[config.mk]
export PLATFORM = sky130hd
export DESIGN_NAME = ps2_event_decoder_flat
export DESIGN_NICKNAME = d
export VERILOG_FILES = /design/src/rtl/ps2_event_decoder_if.sv /design/src/rtl/ps2_event_decoder.sv /design/src/flat_wrapper.sv
export SDC_FILE = /design/constraint.sdc
export NUM_CORES = 1
export LEC_CHECK = 0
export ABC_AREA = 1
export CAP_MARGIN = 20
export CORE_MARGIN = 2
export CORE_UTILIZATION = 47
export DETAILED_ROUTE_END_ITERATION = 7
export HOLD_SLACK_MARGIN = 0.1
export PLACE_DENSITY = 0.69
export SYNTH_ARGS = -nofsm -noshare
export SYNTH_HDL_FRONTEND = slang
export SYNTH_SLANG_ARGS = --single-unit
export TNS_END_PERCENT = 20
[constraint.sdc]
create_clock -name clk -period 2.3 [get_ports clk]
set_clock_uncertainty 0.1 [all_clocks]
set_input_delay 0.23 -clock clk [delete_from_list [all_inputs] [get_ports clk]]
set_output_delay 0.23 -clock clk [all_outputs]
set_load 0.02 [all_outputs]
[src/rtl/ps2_event_decoder_if.sv]
`default_nettype none
// ============================================================================
// Module      : ps2_event_decoder_if
// Description : Key-event valid/ready channel from the decoder to its consumer.
// Revision    : 1.0 - initial release
// ============================================================================
interface ps2_event_decoder_if;
  logic       ev_valid;
  logic       ev_ready;
  logic [7:0] ev_code;
  logic       ev_ext;
  logic       ev_release;

  modport master (
    output ev_valid,
    output ev_code,
    output ev_ext,
    output ev_release,
    input  ev_ready
  );

  modport slave (
    input  ev_valid,
    input  ev_code,
    input  ev_ext,
    input  ev_release,
    output ev_ready
  );
endinterface
`default_nettype wire

[src/rtl/ps2_event_decoder.sv]
`default_nettype none
// ============================================================================
// Module      : ps2_event_decoder
// Description : Folds PS/2 set-2 E0/F0 prefixes into key events and queues
//               them in a show-ahead FIFO. Define PS2_PAUSE_FILTER_EN to
//               collapse the 8-byte Pause sequence into a single E1 event.
// Revision    : 1.0 - initial release
// ============================================================================
module ps2_event_decoder #(
  parameter int DEPTH = 4
) (
  input  logic                       clk,
  input  logic                       reset_n,
  input  logic [7:0]                 code,
  input  logic                       strobe,
  input  logic                       err,
  ps2_event_decoder_if.master        ev,
  output logic                       overflow
);

  localparam int            AW   = $clog2(DEPTH);
  localparam int            CW   = AW + 1;
  localparam logic [CW-1:0] FULL = CW'(DEPTH);

  localparam logic [7:0] C_PFX_EXT = 8'hE0;
  localparam logic [7:0] C_PFX_REL = 8'hF0;
`ifdef PS2_PAUSE_FILTER_EN
  localparam logic [7:0] C_PAUSE   = 8'hE1;
`endif

  typedef enum logic [2:0] {
    ST_IDLE   = 3'd0,
    ST_EXT    = 3'd1,
    ST_REL    = 3'd2,
    ST_EXTREL = 3'd3
`ifdef PS2_PAUSE_FILTER_EN
    ,
    ST_PAUSE  = 3'd4
`endif
  } state_t;

  state_t          state_q, state_d;
  logic [AW-1:0]   wr_ptr_q, wr_ptr_d;
  logic [AW-1:0]   rd_ptr_q, rd_ptr_d;
  logic [CW-1:0]   count_q, count_d;
  logic [9:0]      mem_q [DEPTH];
  logic [9:0]      mem_d [DEPTH];
  logic            overflow_q, overflow_d;
`ifdef PS2_PAUSE_FILTER_EN
  logic [2:0]      pause_cnt_q, pause_cnt_d;
`endif

  logic            emit;
  logic [9:0]      emit_entry;
  logic            push;
  logic            pop;
  logic            ev_valid_w;

  // Prefix decoder: entry layout is {ext, rel, code}.
  always_comb begin
    state_d    = state_q;
    emit       = 1'b0;
    emit_entry = {2'b00, code};
`ifdef PS2_PAUSE_FILTER_EN
    pause_cnt_d = pause_cnt_q;
`endif
    if (err) begin
      state_d = ST_IDLE;
    end else if (strobe) begin
      case (state_q)
        ST_IDLE: begin
          if (code == C_PFX_EXT) begin
            state_d = ST_EXT;
          end else if (code == C_PFX_REL) begin
            state_d = ST_REL;
`ifdef PS2_PAUSE_FILTER_EN
          end else if (code == C_PAUSE) begin
            state_d     = ST_PAUSE;
            pause_cnt_d = 3'd7;
`endif
          end else begin
            emit = 1'b1;
          end
        end
        ST_EXT: begin
          if (code == C_PFX_REL) begin
            state_d = ST_EXTREL;
          end else if (code != C_PFX_EXT) begin
            emit       = 1'b1;
            emit_entry = {2'b10, code};
            state_d    = ST_IDLE;
          end
        end
        ST_REL: begin
          if (code == C_PFX_EXT) begin
            state_d = ST_EXTREL;
          end else if (code != C_PFX_REL) begin
            emit       = 1'b1;
            emit_entry = {2'b01, code};
            state_d    = ST_IDLE;
          end
        end
        ST_EXTREL: begin
          if ((code != C_PFX_EXT) && (code != C_PFX_REL)) begin
            emit       = 1'b1;
            emit_entry = {2'b11, code};
            state_d    = ST_IDLE;
          end
        end
`ifdef PS2_PAUSE_FILTER_EN
        ST_PAUSE: begin
          // Seven trailing bytes are swallowed; the last one releases the event.
          pause_cnt_d = pause_cnt_q - 3'd1;
          if (pause_cnt_q == 3'd1) begin
            emit       = 1'b1;
            emit_entry = {2'b00, C_PAUSE};
            state_d    = ST_IDLE;
          end
        end
`endif
        default: begin
          state_d = ST_IDLE;
        end
      endcase
    end
  end

  assign ev_valid_w = (count_q != '0);

  // A full FIFO still accepts an event when the head leaves on the same edge.
  always_comb begin
    pop        = ev_valid_w & ev.ev_ready;
    push       = emit & ((count_q != FULL) | pop);
    overflow_d = emit & ~push;
    wr_ptr_d   = wr_ptr_q;
    rd_ptr_d   = rd_ptr_q;
    count_d    = count_q;
    mem_d      = mem_q;
    if (push) begin
      mem_d[wr_ptr_q] = emit_entry;
      wr_ptr_d        = wr_ptr_q + AW'(1);
    end
    if (pop) begin
      rd_ptr_d = rd_ptr_q + AW'(1);
    end
    case ({push, pop})
      2'b10:   count_d = count_q + CW'(1);
      2'b01:   count_d = count_q - CW'(1);
      default: count_d = count_q;
    endcase
  end

  always_ff @(posedge clk or negedge reset_n) begin
    if (!reset_n) begin
      state_q    <= ST_IDLE;
      wr_ptr_q   <= '0;
      rd_ptr_q   <= '0;
      count_q    <= '0;
      overflow_q <= 1'b0;
      for (int i = 0; i < DEPTH; i++) begin
        mem_q[i] <= '0;
      end
`ifdef PS2_PAUSE_FILTER_EN
      pause_cnt_q <= '0;
`endif
    end else begin
      state_q    <= state_d;
      wr_ptr_q   <= wr_ptr_d;
      rd_ptr_q   <= rd_ptr_d;
      count_q    <= count_d;
      overflow_q <= overflow_d;
      mem_q      <= mem_d;
`ifdef PS2_PAUSE_FILTER_EN
      pause_cnt_q <= pause_cnt_d;
`endif
    end
  end

  assign ev.ev_valid                             = ev_valid_w;
  assign {ev.ev_ext, ev.ev_release, ev.ev_code}  = mem_q[rd_ptr_q];
  assign overflow                                = overflow_q;

endmodule
`default_nettype wire

[src/flat_wrapper.sv]
// flat-port wrapper written by rule: the top's interface ports become plain ports
module ps2_event_decoder_flat 
#(
  parameter int DEPTH = 4
)
  (clk, reset_n, code, strobe, err, overflow, ev_ev_valid, ev_ev_code, ev_ev_ext, ev_ev_release, ev_ev_ready);
  ps2_event_decoder_if ev_i ();
  input  logic clk;
  input  logic reset_n;
  input  logic [7:0] code;
  input  logic strobe;
  input  logic err;
  output logic overflow;
  output wire logic [$bits(ev_i.ev_valid)-1:0] ev_ev_valid;
  output wire logic [$bits(ev_i.ev_code)-1:0] ev_ev_code;
  output wire logic [$bits(ev_i.ev_ext)-1:0] ev_ev_ext;
  output wire logic [$bits(ev_i.ev_release)-1:0] ev_ev_release;
  input wire logic [$bits(ev_i.ev_ready)-1:0] ev_ev_ready;
  assign ev_ev_valid = ev_i.ev_valid;
  assign ev_ev_code = ev_i.ev_code;
  assign ev_ev_ext = ev_i.ev_ext;
  assign ev_ev_release = ev_i.ev_release;
  assign ev_i.ev_ready = ev_ev_ready;
  ps2_event_decoder #(.DEPTH(DEPTH)) u_core (.clk(clk), .reset_n(reset_n), .code(code), .strobe(strobe), .err(err), .ev(ev_i), .overflow(overflow));
endmodule
Word level (Yosys, flattened, before mapping)
Index checks and enable logic that the tools add are counted.
{ "totals": {"reg_bits": 51, "input_bits": 13, "output_inout_bits": 12, "word_cells": 79} }
{ "op_classes": {"n_addsub": 4, "n_lt_le_gt_ge": 3, "eq_ne": 14, "mux": 35, "bitwise": 7, "n_reduce_logical": 7} }
{ "op_table": {"columns": ["op", "n"], "rows": [
  ["$mux W10", 9],
  ["$bwmux W40", 1],
  ["$pmux W10 S3", 1],
  ["$mux W3", 9],
  ["$bmux W10 S2", 1],
  ["$demux W10 S2", 1],
  ["$eq A8 B8 Y1 const B", 2],
  ["$ne A8 B8 Y1 const B", 2],
  ["$ne A4 B2 Y1 const B", 3],
  ["$pmux W3 S4", 1],
  ["$mux W1", 9],
  ["$mux W9", 1],
  ["$eq A3 B2 Y1 const B", 2],
  ["$ge A3 B3 Y1 const B", 2],
  ["$not A2 Y3", 2],
  ["$pmux W3 S2", 1],
  ["$reduce_and A5 Y1", 1],
  ["$add A2 B1 Y2 const B", 2],
  ["$pmux W1 S4", 1],
  ["$reduce_bool A2 Y1", 2],
  ["$add A3 B1 Y3 const B", 1],
  ["$and A1 B1 Y1", 3],
  ["$eq A3 B1 Y1 const B", 1],
  ["$logic_not A3 Y1", 1],
  ["10 further kinds", 11]
]} }

Logic depth before layout (Yosys ltp)
{ "logic_depth": {"ltp_word": 9, "depth_mapped": 13, "mapped_depth_nobuf": 13} }

Worst setup path after synthesis
No wires, ideal clock.
{ "synth_timing": {"path_kind": "register -> register", "startpoint": "register u_core.count_q[1]", "endpoint": "register u_core.count_q[2]", "setup_time_ns": 0.131, "arrival_time_ns": 1.816, "required_ns": 2.069, "slack_ns": 0.253, "stages_incl_launch_ff": 10, "path_buffers": 0, "synth_period_minus_slack_ns": 2.047, "path_cell_list": "dfrtp_1 nor2_1 nand3_2 nand2_1 ha_1 inv_1 fa_1 a21oi_1 o21ai_0 xor2_1"} }
{ "synth_between": {"elab_chain_len": 6, "elab_cells_between_ends": 11, "cone_classes": "2 x add/sub; 3 x eq/ne; 1 x mux; 3 x bitwise; 2 x reduce/logical"} }
{ "synth_lines": {"columns": ["item", "line_no", "text"], "rows": [
  ["start: declaration", "ps2_event_decoder.sv:45", "logic [CW-1:0] count_q, count_d;"],
  ["start signal: assignment", "ps2_event_decoder.sv:170", "count_q <= count_d;"],
  ["$reduce_bool A3 Y1", "ps2_event_decoder.sv:128", "assign ev_valid_w = (count_q != '0);"],
  ["$and A1 B1 Y1", "ps2_event_decoder.sv:132", "pop = ev_valid_w & ev.ev_ready;"],
  ["$or A1 B1 Y1", "ps2_event_decoder.sv:133", "push = emit & ((count_q != FULL) | pop);"],
  ["$and A1 B1 Y1", "ps2_event_decoder.sv:133", null],
  ["$eq A2 B1 Y1 / $eq A2 B2 Y1 (equally long branches)", "ps2_event_decoder.sv:146", "case ({push, pop})"],
  ["$pmux W3 S2 / $reduce_bool A2 Y1 (equally long branches)", null, null]
]} }
Parallel ways exist; a longest one is shown, timed or not.
A chain may end at the register's enable or synchronous reset.

Worst setup path in the final report
{ "layout_timing": {"startpoint": "register u_core.rd_ptr_q[0]", "endpoint": "output port ev_ev_code[6]"} }
{ "layout_between": {"elab_chain_len": 4} }
{ "layout_lines": {"columns": ["item", "line_no", "text"], "rows": [
  ["start: declaration", "ps2_event_decoder.sv:44", "logic [AW-1:0] rd_ptr_q, rd_ptr_d;"],
  ["start signal: assignment", "ps2_event_decoder.sv:169", "rd_ptr_q <= rd_ptr_d;"],
  ["$not A2 Y3 (not written as such)", "ps2_event_decoder.sv:180", "assign {ev.ev_ext, ev.ev_release, ev.ev_code} = mem_q[rd_ptr_q];"],
  ["$bmux W10 S2", "ps2_event_decoder.sv:180", null],
  ["$mux W10 (not written as such) (2 in series)", "ps2_event_decoder.sv:180", null],
  ["end: declaration", "flat_wrapper.sv:15", "output wire logic [$bits(ev_i.ev_code)-1:0] ev_ev_code;"]
]} }
Every way passes these cells. The select of a mux whose other input is x is not followed.

==> metrics.md <==
| Metric | Value |
|---|---|
| Worst IR Drop VDD | `0.582 mV` |
| First-pass GRT wire length | `9290 um` |
| Largest net degree at the start of global routing | `23` |
| Clock group share of total power | `15.5%` |
| Starting density of the core | `48.9%` |
| Critical Path RT | `1.97 ns` |
| Synth top area share | `50.1%` |
| Period utilisation layout | `96.8%` |
| Final Max Slew Viols | `0` |
| # H-tree levels | `2` |
| Clk slew on worst S/H paths | `0.09 ns` |
| Comb pwr share | `47.2%` |
| Storage element area | `1250 um^2` |
| Post-CTS Repair Setup Buffers | `0` |
| DIE WIDTH | `76.9 um` |
| Sw power | `1.51 mW` |
| Post-DP HPWL | `3750 um` |
| Syn. warnings | `0` |
| Max Buffers Root-to-Sink | `2` |
| Initial antenna violation count | `0` |
| Post-synth EDFFs | `0` |
| Pleak | `1.47 nW` |
| Synth area leaders | `dfrtp_1 (50%), nand2_1 (10%), o21ai_1 (7.6%)` |
| Status | `finished, final reports clean` |
| CP Data Arrival Time | `1.90 ns` |
| PD cells | `1290 nW/um^2` |
| Crit-path max FO | `10` |
| DRT Wirelength | `5260 um` |
| Crit Reg-Reg Endpoint | `u_core.count_q[2]$_DFFE_PN0P_` |
| PnR Total Power | `3.91 mW` |
| Drt via density | `5.01` |
| Startpoint Class | `flip-flop` |
| Switch share | `38.7%` |
| Synthesized cell area | `2500 um^2` |
| Most frequent cells after synthesis | `nand2_1 (68), dfrtp_1 (50), o21ai_1 (38)` |
| Crit Path Class | `reg -> out` |
| R2R depth | `9` |
| Rel. slew slack | `74.6%` |
| Vias in the first global route | `2002` |
| Clock sinks | `50` |
| P&R area growth vs syn | `21.5%` |
| Antenna cell count | `0` |
| Worst-margin pin slew | `0.382 ns` |
| Worst Hold Class | `in -> async` |
| Die H | `76.9 um` |
| Count leader, synth | `nand2_1` |
| Final setup fails | `0` |
| CP endpoint kind | `primary output` |
| Max_cap viols | `0` |
| DRT Pass-1 Iters | `4` |
| Synth unique cells | `24` |
| Num ports | `25` |
| Routed vias | `2048` |
| Tmin final | `2.23 ns` |
| CTS Root Cell | `clkbuf_8` |
| Layout Nets | `357` |
| Hold slack | `0.257 ns` |
| TritonCTS clock tree | `yes` |
| Total grt overflow | `0` |
| Internal reg-to-reg setup slack | `0.30 ns` |
| RSZ-0062 raised after global routing | `yes` |
| Worst-skew pair later-pin latency | `0.30 ns` |
| Worst r2r src | `u_core.count_q[1]$_DFFE_PN0P_` |
| IO Port Bufs | `24` |
| Seq pwr share | `37.3%` |
| Hold Vio Cnt, Final | `0` |
| Placeable Area | `5110 um^2` |
| Worst setup path startpoint | `u_core.rd_ptr_q[0]$_DFFE_PN0P_` |
| Overall routing resource usage | `19.9%` |
| Syn avg cell area | `8.49 um^2` |
| Net Count, Synth | `313` |
| # fillers | `477` |
| Area of the die | `5910 um^2` |
| Area leader, netlist | `dfrtp_1` |
| Layout cells sized above 1 | `14.7%` |
| # rows | `26` |
| Ys async rst share | `100%` |
| Sequential share of the synthesized area | `50.1%` |
| Post-synthesis register bit count | `50` |
| Inserted Clock Buffers | `5` |
| Cell Int Power | `2.39 mW` |
| Final ANT Viol Nets | `0` |
| Fmax | `449 MHz` |
| Initial DRC count | `114` |
| Post-synthesis instance total | `294` |
| Routed wire per std cell | `12.9 um` |
| Multi-input gate area | `1040 um^2` |
| Routability Congestion | `0.876` |
| Main synth FF type | `dfrtp_1` |
| DRC violations left | `0` |
| Critical path destination | `ev_ev_code[6]` |
## power groups by stage
stage | Clock (mW) | Sequential [mW] | Combinational, mW
after floorplan | 0 | 1.42 | 1.21
after detailed placement | 0 | 1.46 | 1.86
after CTS | 0.631 | 1.45 | 1.88
final | 0.605 | 1.46 | 1.84
after global routing | 0.665 | 1.50 | 2.06
after global placement | 0 | 1.45 | 1.83
## kinds of logic (layout without fill, tap and decap cells)
| family | count (synthesis) | after routing | share of synthesized area [%] |
|---|---|---|---|
| AND/OR/NAND/NOR | 118 | 118 | 20.5 |
| AO/OA/AOI/OAI | 76 | 76 | 16.0 |
| flip-flops | 50 | 50 | 50.1 |
| buffers and inverters | 39 | 84 | 8.27 |
| adder cells (fa/ha/maj) | 6 | 6 | 3.31 |
| XOR/XNOR | 5 | 5 | 1.75 |
## sequential cells by signal, indices dropped and copies added, names as in the netlist
name and cells:
u_core.wr_ptr_q 2, u_core.count_q 3, u_core.mem_q 40, u_core.state_q 2
u_core.overflow 1, u_core.rd_ptr_q 2
## final cells by class
class | count | share of cell area, %
clock buffer | 7 | 2.51
clock inverter | 1 | 0.989
inverter | 25 | 3.22
multi-input combinational | 205 | 34.4
sequential | 50 | 41.2
tap | 70 | 2.89
timing repair buffer | 51 | 14.8
## placed cells by master, fill, tap and decap left out, types with 9 or more instances in the layout
cell type         n
o21ai_0          21
nand2_1          68
o21ai_1          39
clkdlybuf4s50_1  20
o22ai_1          10
nor2_1           30
dfrtp_1          50
buf_4            26
inv_1            20
nand3_1           9
## metal layers
metal	up-vias	global-route usage, %	wire length (um)
met5	-	0	0
met4	0	9.45	109
met3	8	4.35	262
met2	48	31.3	2370
met1	943	26.1	2520
li1	1049	-	-
## metrics by stage
stage	worst slack, ns	TNS [ns]	cells	cell area [um^2]	util (%)
2_1_floorplan	0.253	0	294	2500	-
3_3_place_gp	-0.190	-0.200	400	2900	56.8
3_5_place_dp	-0.238	-0.256	400	2900	56.8
4_1_cts	0.00488	0	409	3020	59.1
5_1_grt	-0.00970	-0.00970	409	3040	59.4
6_report	0.0737	0	409	3040	59.4
## worst min path at each step
| stage | from | to | slack [ns] |
|---|---|---|---|
| 6_report | reset_n | u_core.mem_q[0]$_DFFE_PN0P_ | 0.26 |
| 5_1_grt | reset_n | u_core.mem_q[0]$_DFFE_PN0P_ | 0.28 |
| 4_1_cts | reset_n | u_core.mem_q[0]$_DFFE_PN0P_ | 0.26 |
| 3_5_place_dp | reset_n | u_core.mem_q[0]$_DFFE_PN0P_ | 0.07 |
| 3_3_place_gp | reset_n | u_core.mem_q[0]$_DFFE_PN0P_ | 0.07 |
| 2_1_floorplan | reset_n | u_core.count_q[0]$_DFFE_PN0P_ | -0.17 |
## worst max-delay path: stages, from the launching register on
cell and delay [ns]:
dfrtp_1 0.40, inv_2 0.16, buf_4 0.19, o21ai_0 0.09
o22ai_1 0.12, clkdlybuf4s50_1 0.62
## what timing repair did
item | 4_1_cts | 5_1_grt
gates resized for setup | 1 | 7
endpoints found under the hold margin | 14 | 0
setup endpoints to repair | 6 | 9
hold buffers | 1 | 0
Power figures use the tool's default switching activity.
